**src/rtl/branch_resolve_unit.sv**
```systemverilog
// -----------------------------------------------------------------------------
// branch_resolve_unit
//
// Purpose:
//   Multi-slot branch resolution stage. Keeps the EQ/GT flags written by
//   compare ops, resolves up to NUM_SLOTS branches per cycle (oldest slot
//   wins), issues a registered one-cycle PC redirect to fetch, and then holds
//   br_ready low for FLUSH_CYCLES cycles while wrong-path work drains.
//
// Optional feature macro: BRANCH_PREDICT_EN
//   When defined, an extra input br_pred_taken is present. A slot redirects
//   only when it was mispredicted: taken and predicted not-taken redirects to
//   the target, and not-taken but predicted taken redirects to br_pc+1.
//   When undefined, every taken branch redirects to its target.
//
// Ports:
//   clk, rst_n               clock (rising edge), async active-low reset
//   cmp_valid/cmp_eq/cmp_gt  compare result; loads the flags at this edge
//   br_valid/br_uncond/
//   br_beq/br_bgt            per-slot branch present and branch type bits
//   br_target, br_pc         per-slot target and branch PC, slot i at [i*PC_W +: PC_W]
//   br_pred_taken            per-slot prediction (BRANCH_PREDICT_EN only)
//   br_ready                 unit accepts branches this cycle
//   redirect_valid           one-cycle pulse: fetch loads redirect_pc
//   redirect_pc/_slot        new fetch PC and the slot that caused it
//   flush_younger            one-cycle pulse: slots younger than the winner
//   flag_eq/flag_gt          current flags register
//   taken_count              saturating count of taken branches
//
// Handshake: a branch in slot i is consumed only in a cycle where
//   br_valid[i] and br_ready are both high; branches presented while
//   br_ready is low are dropped (the front end is squashing them anyway).
// -----------------------------------------------------------------------------
module branch_resolve_unit #(
  parameter int PC_W         = 16,
  parameter int NUM_SLOTS    = 2,
  parameter int FLUSH_CYCLES = 2,
  parameter int CNT_W        = 16,
  localparam int SLOT_W      = (NUM_SLOTS > 1) ? $clog2(NUM_SLOTS) : 1
) (
  input  logic                      clk,
  input  logic                      rst_n,
  input  logic                      cmp_valid,
  input  logic                      cmp_eq,
  input  logic                      cmp_gt,
  input  logic [NUM_SLOTS-1:0]      br_valid,
  input  logic [NUM_SLOTS-1:0]      br_uncond,
  input  logic [NUM_SLOTS-1:0]      br_beq,
  input  logic [NUM_SLOTS-1:0]      br_bgt,
  input  logic [NUM_SLOTS*PC_W-1:0] br_target,
  input  logic [NUM_SLOTS*PC_W-1:0] br_pc,
`ifdef BRANCH_PREDICT_EN
  input  logic [NUM_SLOTS-1:0]      br_pred_taken,
`endif
  output logic                      br_ready,
  output logic                      redirect_valid,
  output logic [PC_W-1:0]           redirect_pc,
  output logic [SLOT_W-1:0]         redirect_slot,
  output logic [NUM_SLOTS-1:0]      flush_younger,
  output logic                      flag_eq,
  output logic                      flag_gt,
  output logic [CNT_W-1:0]          taken_count
);

  localparam int FC_W = $clog2(FLUSH_CYCLES + 1);

  typedef enum logic {IDLE = 1'b0, FLUSH = 1'b1} state_t;

  state_t            state_q, state_d;
  logic [FC_W-1:0]   cnt_q, cnt_d;

  logic [NUM_SLOTS-1:0] taken;
  logic [NUM_SLOTS-1:0] redir;
  logic                 have_win;
  logic [SLOT_W-1:0]    win_idx;
  logic [PC_W-1:0]      win_pc;
  logic [NUM_SLOTS-1:0] flush_mask;
  logic                 count_inc;

  assign br_ready = (state_q == IDLE);

  // Flags: a compare in the same cycle as a branch is not seen by it,
  // because resolution below reads the registered flags.
  always_ff @(posedge clk or negedge rst_n) begin
    if (!rst_n) begin
      flag_eq <= 1'b0;
      flag_gt <= 1'b0;
    end else if (cmp_valid) begin
      flag_eq <= cmp_eq;
      flag_gt <= cmp_gt;
    end
  end

  // Resolution and winner selection.
  always_comb begin
    taken      = '0;
    redir      = '0;
    have_win   = 1'b0;
    win_idx    = '0;
    win_pc     = '0;
    flush_mask = '0;
    count_inc  = 1'b0;

    for (int i = 0; i < NUM_SLOTS; i++) begin
      taken[i] = br_valid[i] & br_ready &
                 (br_uncond[i] | (br_beq[i] & flag_eq) | (br_bgt[i] & flag_gt));
`ifdef BRANCH_PREDICT_EN
      redir[i] = br_valid[i] & br_ready & (taken[i] ^ br_pred_taken[i]);
`else
      redir[i] = taken[i];
`endif
    end

    // Descending scan so the lowest (oldest) redirecting slot is left last.
    for (int i = NUM_SLOTS - 1; i >= 0; i--) begin
      if (redir[i]) begin
        have_win = 1'b1;
        win_idx  = SLOT_W'(i);
      end
    end

    for (int i = 0; i < NUM_SLOTS; i++) begin
      if (have_win && (SLOT_W'(i) == win_idx)) begin
        if (taken[i]) win_pc = br_target[i*PC_W +: PC_W];
        else          win_pc = br_pc[i*PC_W +: PC_W] + PC_W'(1);  // wraps modulo 2^PC_W
      end
      flush_mask[i] = have_win && (i > int'(win_idx));
    end

`ifdef BRANCH_PREDICT_EN
    // Count an actual taken branch among the slots that really execute:
    // everything up to and including the winner, or all slots if none redirects.
    for (int i = 0; i < NUM_SLOTS; i++) begin
      if (taken[i] && (!have_win || (i <= int'(win_idx)))) count_inc = 1'b1;
    end
`else
    count_inc = have_win;
`endif
  end

  // FSM next state: FLUSH lasts exactly FLUSH_CYCLES cycles.
  always_comb begin
    state_d = state_q;
    cnt_d   = cnt_q;
    case (state_q)
      IDLE: begin
        if (have_win) begin
          state_d = FLUSH;
          cnt_d   = FC_W'(FLUSH_CYCLES);
        end
      end
      FLUSH: begin
        if (cnt_q <= FC_W'(1)) begin
          state_d = IDLE;
          cnt_d   = '0;
        end else begin
          cnt_d = cnt_q - FC_W'(1);
        end
      end
      default: begin
        state_d = IDLE;
        cnt_d   = '0;
      end
    endcase
  end

  always_ff @(posedge clk or negedge rst_n) begin
    if (!rst_n) begin
      state_q <= IDLE;
      cnt_q   <= '0;
    end else begin
      state_q <= state_d;
      cnt_q   <= cnt_d;
    end
  end

  // Registered redirect; pc/slot hold their last value between redirects.
  always_ff @(posedge clk or negedge rst_n) begin
    if (!rst_n) begin
      redirect_valid <= 1'b0;
      redirect_pc    <= '0;
      redirect_slot  <= '0;
      flush_younger  <= '0;
      taken_count    <= '0;
    end else begin
      redirect_valid <= have_win;
      flush_younger  <= flush_mask;
      if (have_win) begin
        redirect_pc   <= win_pc;
        redirect_slot <= win_idx;
      end
      if (count_inc && (taken_count != {CNT_W{1'b1}})) begin
        taken_count <= taken_count + CNT_W'(1);
      end
    end
  end

endmodule

```
**config.mk**
```make
export PLATFORM = sky130hd
export DESIGN_NAME = branch_resolve_unit
export DESIGN_NICKNAME = d
export VERILOG_FILES = /design/src/rtl/branch_resolve_unit.sv
export SDC_FILE = /design/constraint.sdc
export NUM_CORES = 1
export LEC_CHECK = 0
export ABC_AREA = 1
export CAP_MARGIN = 20
export CORE_AREA = 3 3 82 84
export DETAILED_ROUTE_END_ITERATION = 10
export DIE_AREA = 0 0 85 87
export PLACE_DENSITY = 0.74
export SETUP_SLACK_MARGIN = 0.2
export SLEW_MARGIN = 20
export SYNTH_ARGS = -nofsm -noshare
export SYNTH_HDL_FRONTEND = slang
export SYNTH_SLANG_ARGS = --single-unit
```
**constraint.sdc**
```tcl
create_clock -name clk -period 1.45 [get_ports clk]
set_input_delay 0.29 -clock clk [delete_from_list [all_inputs] [get_ports clk]]
set_output_delay 0.29 -clock clk [all_outputs]
set_load 0.02 [all_outputs]
```
==> results.py <==
metrics = {
    "detailed_routing": {
        "ant_nets": 0,
        "num_vias": 2169,
        "drt_iter0_drc": 62,
        "avgRoutedWirePerCell_um": 13.6,
        "post-route-drc-count": 0,
        "via_per_inst": 4.67,
        "routed_wl_um": 6320,
        "first_pass_iters": 4,
    },
    "grt": {
        "grt_pass1_vias": 2165,
        "grt_use_met1": 0.195,
        "grt-ovfl-total": 0,
        "grt_use_total": 0.168,
        "antenna_found_initial": 0,
        "grt_max_degree": 26,
        "top_usage_layer": "met2",
        "grtUsageMet3": 0.0388,
        "use_met2": 0.313,
        "grt_pass1_wl_um": 9940,
    },
    "placement": {
        "place_congestion": 0.793,
        "hpwl_um": 4000,
        "io_buffer_count": 82,
        "dpl-instance-area_sq_um": 3120,
    },
    "final_layout": {
        "area_growth_pct": 75.2,
        "regArea_sq_um": 1010,
        "drive_gt1_frac": 0.494,
        "multiInputGateArea_sq_um": 1290,
        "layout.nets": 466,
        "fin_util": 0.616,
        "finalInstanceArea_sq_um": 3690,
        "diodes": 0,
        "num-fill-cells": 527,
    },
    "setup_path": {
        "worstSetupPathType": "reg -> reg",
        "cp_max_fo": 5,
        "critPathCaptureType": "flip-flop",
        "worstSetupStartpointType": "flip-flop",
        "worst_ep_required_time_ns": 1.63,
        "arrival_ns": 1.55,
        "cp_slowest_stage_delay_ns": 0.44,
        "path_common_cell": "nand2_8",
        "path_delay_family": "flip-flops",
        "cp_slowest_cell": "dfrtp_2",
        "crit_buf_inv": 3,
        "crit_path_cell_trace": "ha_4 > nand3_4 > inv_2 > nand2_4 > clkinv_4 > nand2_8 > nand2_8 > buf_12 > nand2_2 > nand2_1",
    },
    "clock_tree": {
        "cts_max_path_buffers": 2,
        "htreeDepth": 2,
        "cts.reportedPaths.clkPinSlew_ns": 0.08,
        "clock_latency_ns": 0.29,
        "root_buffer": "clkbuf_8",
        "cts_buffers": 5,
        "tritoncts": "built",
        "clock-sinks": 40,
    },
    "min_path": {
        "holdCritPathClass": "in -> async",
    },
    "floorplan": {
        "dieArea_sq_um": 7400,
        "start_util": 0.352,
        "num_rows": 28,
        "dieHeight_um": 87,
        "die_w_um": 85,
        "io_pins": 116,
        "coreArea_sq_um": 5990,
    },
    "synth": {
        "synth_top_family_by_area": "simple AND/OR/NAND/NOR gates",
        "synthCells": 263,
        "synth.lib_cells_used.distinct": 26,
        "synth_compound_area_frac": 0.0214,
        "netlist_top_cells_area": "dfrtp_1 (48%), nand2_1 (20%), nand3_1 (5.0%), nand2_2 (4.2%), xnor2_1 (2.9%)",
        "synth_mux_area_frac": 0.0107,
        "synth_xor_area_frac": 0.0291,
        "synth.most_common_cell": "nand2_1",
        "synthAdderAreaFrac": 0.00594,
        "ys_seq_elements": 40,
        "avgSynthCellArea_sq_um": 8.01,
        "async_flop_share": 1.00,
        "synth_top_area_frac": 0.475,
        "synth_common_cells": "nand2_1 (111), dfrtp_1 (40), nand3_1 (21)",
        "yosysSeqAreaShare": 0.475,
        "synth_area_sq_um": 2110,
        "synth-edff-count": 0,
        "synth_fp_nets": 341,
        "synthFlopType": "dfrtp_1",
        "synthSimpleGateAreaFrac": 0.391,
        "ys_warn_count": 0,
        "synth_area_leader_cell": "dfrtp_1",
    },
    "power": {
        "power.leakage_nw": 1.88,
        "power.density_nw_per_um2": 1430,
        "vdd_drop_max_mv": 1.10,
    },
    "timing": {
        "finalMaxSlewViolations": 0,
        "final_hold_viol_count": 0,
        "max_freq_ghz": 0.730,
        "rsz0062_at_grt": "yes",
        "fin_tns_setup_ns": 0,
        "finalCriticalPeriod_ns": 1.37,
        "period_share": 0.945,
        "finalSetupViolations": 0,
        "fin_skew_ns": 0.00883,
    },
    "job": {
        "cap_violations": 0,
    },
    "outcome": {
        "outcome": "finished clean",
    },
}
## timing repair
item | 4_1_cts | 5_1_grt
endpoints found under the hold margin | 15 | 0
cloned | 2 | 2
hold buffers | 1 | 0
setup endpoints to repair | 72 | 64
pin swaps | 12 | 3
resized for setup | 157 | 100
buffers inserted | 13 | 11
## stage by stage
stage	hold WS, ns	instances	total power (W)	setup WS (ns)
floorplan	-0.00559	263	0.00299	0.0277
global placement	0.242	427	0.00395	-0.173
detailed placement	0.250	427	0.00401	-0.220
CTS	0.471	451	0.00500	0.0770
global route	0.483	464	0.00566	0.0205
finish	0.479	464	0.00528	0.0804
## kinds of logic (layout without fill, tap and decap cells)
family                     after synthesis  in the layout
and+or+nand+nor                        178            179
DFF                                     40             40
buffers and inverters                   25            150
AOI/OAI and AO/OA                        9              9
xor gates and xnor gates                 7              7
muxes                                    2              2
adders and majority gates                1              1
other                                    1              1
## cell type report
cell class,count,area share
inverter,19,0.0254
timing repair buffer,123,0.299
clock buffer,6,0.0224
sequential,40,0.275
tap,75,0.0254
multi-input combinational,199,0.350
clock inverter,2,0.00271
## cells in the final DEF, fill, tap and decap left out, drive strengths merged
| master | n |
|---|---|
| ha | 1 |
| buf | 70 |
| o21ai | 7 |
| dlymetal6s2s | 1 |
| mux2 | 2 |
| nand3b | 3 |
| nor2 | 19 |
| dfrtp | 40 |
| dlygate4sd3 | 1 |
| nand2 | 130 |
| clkbuf | 13 |
| inv | 18 |
| nand4 | 5 |
| clkdlybuf4s50 | 42 |
| clkinv | 3 |
| conb | 1 |
| xnor2 | 7 |
| a21oi | 2 |
| clkdlybuf4s15 | 2 |
| nand3 | 22 |
## flip-flops by register name, indices dropped and copies added, names as in the netlist
| register | cells |
|---|---|
| flag_gt | 1 |
| redirect_pc | 16 |
| flag_eq | 1 |
| redirect_valid | 1 |
| state_q | 1 |
| flush_younger | 1 |
| redirect_slot | 1 |
| cnt_q | 2 |
| taken_count | 16 |
## worst paths after layout
kind	endpoint	depth (start not counted)	slack, ns	startpoint
worst max-delay path	taken_count[10]$_DFFE_PN0P_	10	0.08	taken_count[0]$_DFFE_PN0P_
worst min-delay path	taken_count[14]$_DFFE_PN0P_	2	0.48	rst_n
worst max register to register	taken_count[10]$_DFFE_PN0P_	10	0.08	taken_count[0]$_DFFE_PN0P_
worst min register to register	redirect_pc[11]$_DFFE_PN0P_	2	0.50	redirect_pc[11]$_DFFE_PN0P_
max in group asynchronous	taken_count[9]$_DFFE_PN0P_	3	0.47	rst_n
min in group clk	redirect_pc[11]$_DFFE_PN0P_	2	0.50	redirect_pc[11]$_DFFE_PN0P_
## worst reg2reg max path, cell delays in order (launching register included)
cell and delay [ns]:
dfrtp_2 0.44, ha_4 0.18, nand3_4 0.06, inv_2 0.04
nand2_4 0.07, clkinv_4 0.06, nand2_8 0.07, nand2_8 0.09
buf_12 0.16, nand2_2 0.05, nand2_1 0.04
## metal layers
layer,wire length [um],vias to the layer above
li1,-,1073
met1,2560,1017
met2,3340,72
met3,357,7
met4,72,0
met5,0,-
## report_power, final
part / switching [W] / internal (W) / total, W / leakage (nW)
combinational: 0.00154 / 0.00126 / 0.00280 / 1.33
clock: 0.000389 / 0.000380 / 0.000769 / 0.0510
sequential: 0.000236 / 0.00147 / 0.00171 / 0.499
Power figures use the tool's default switching activity.
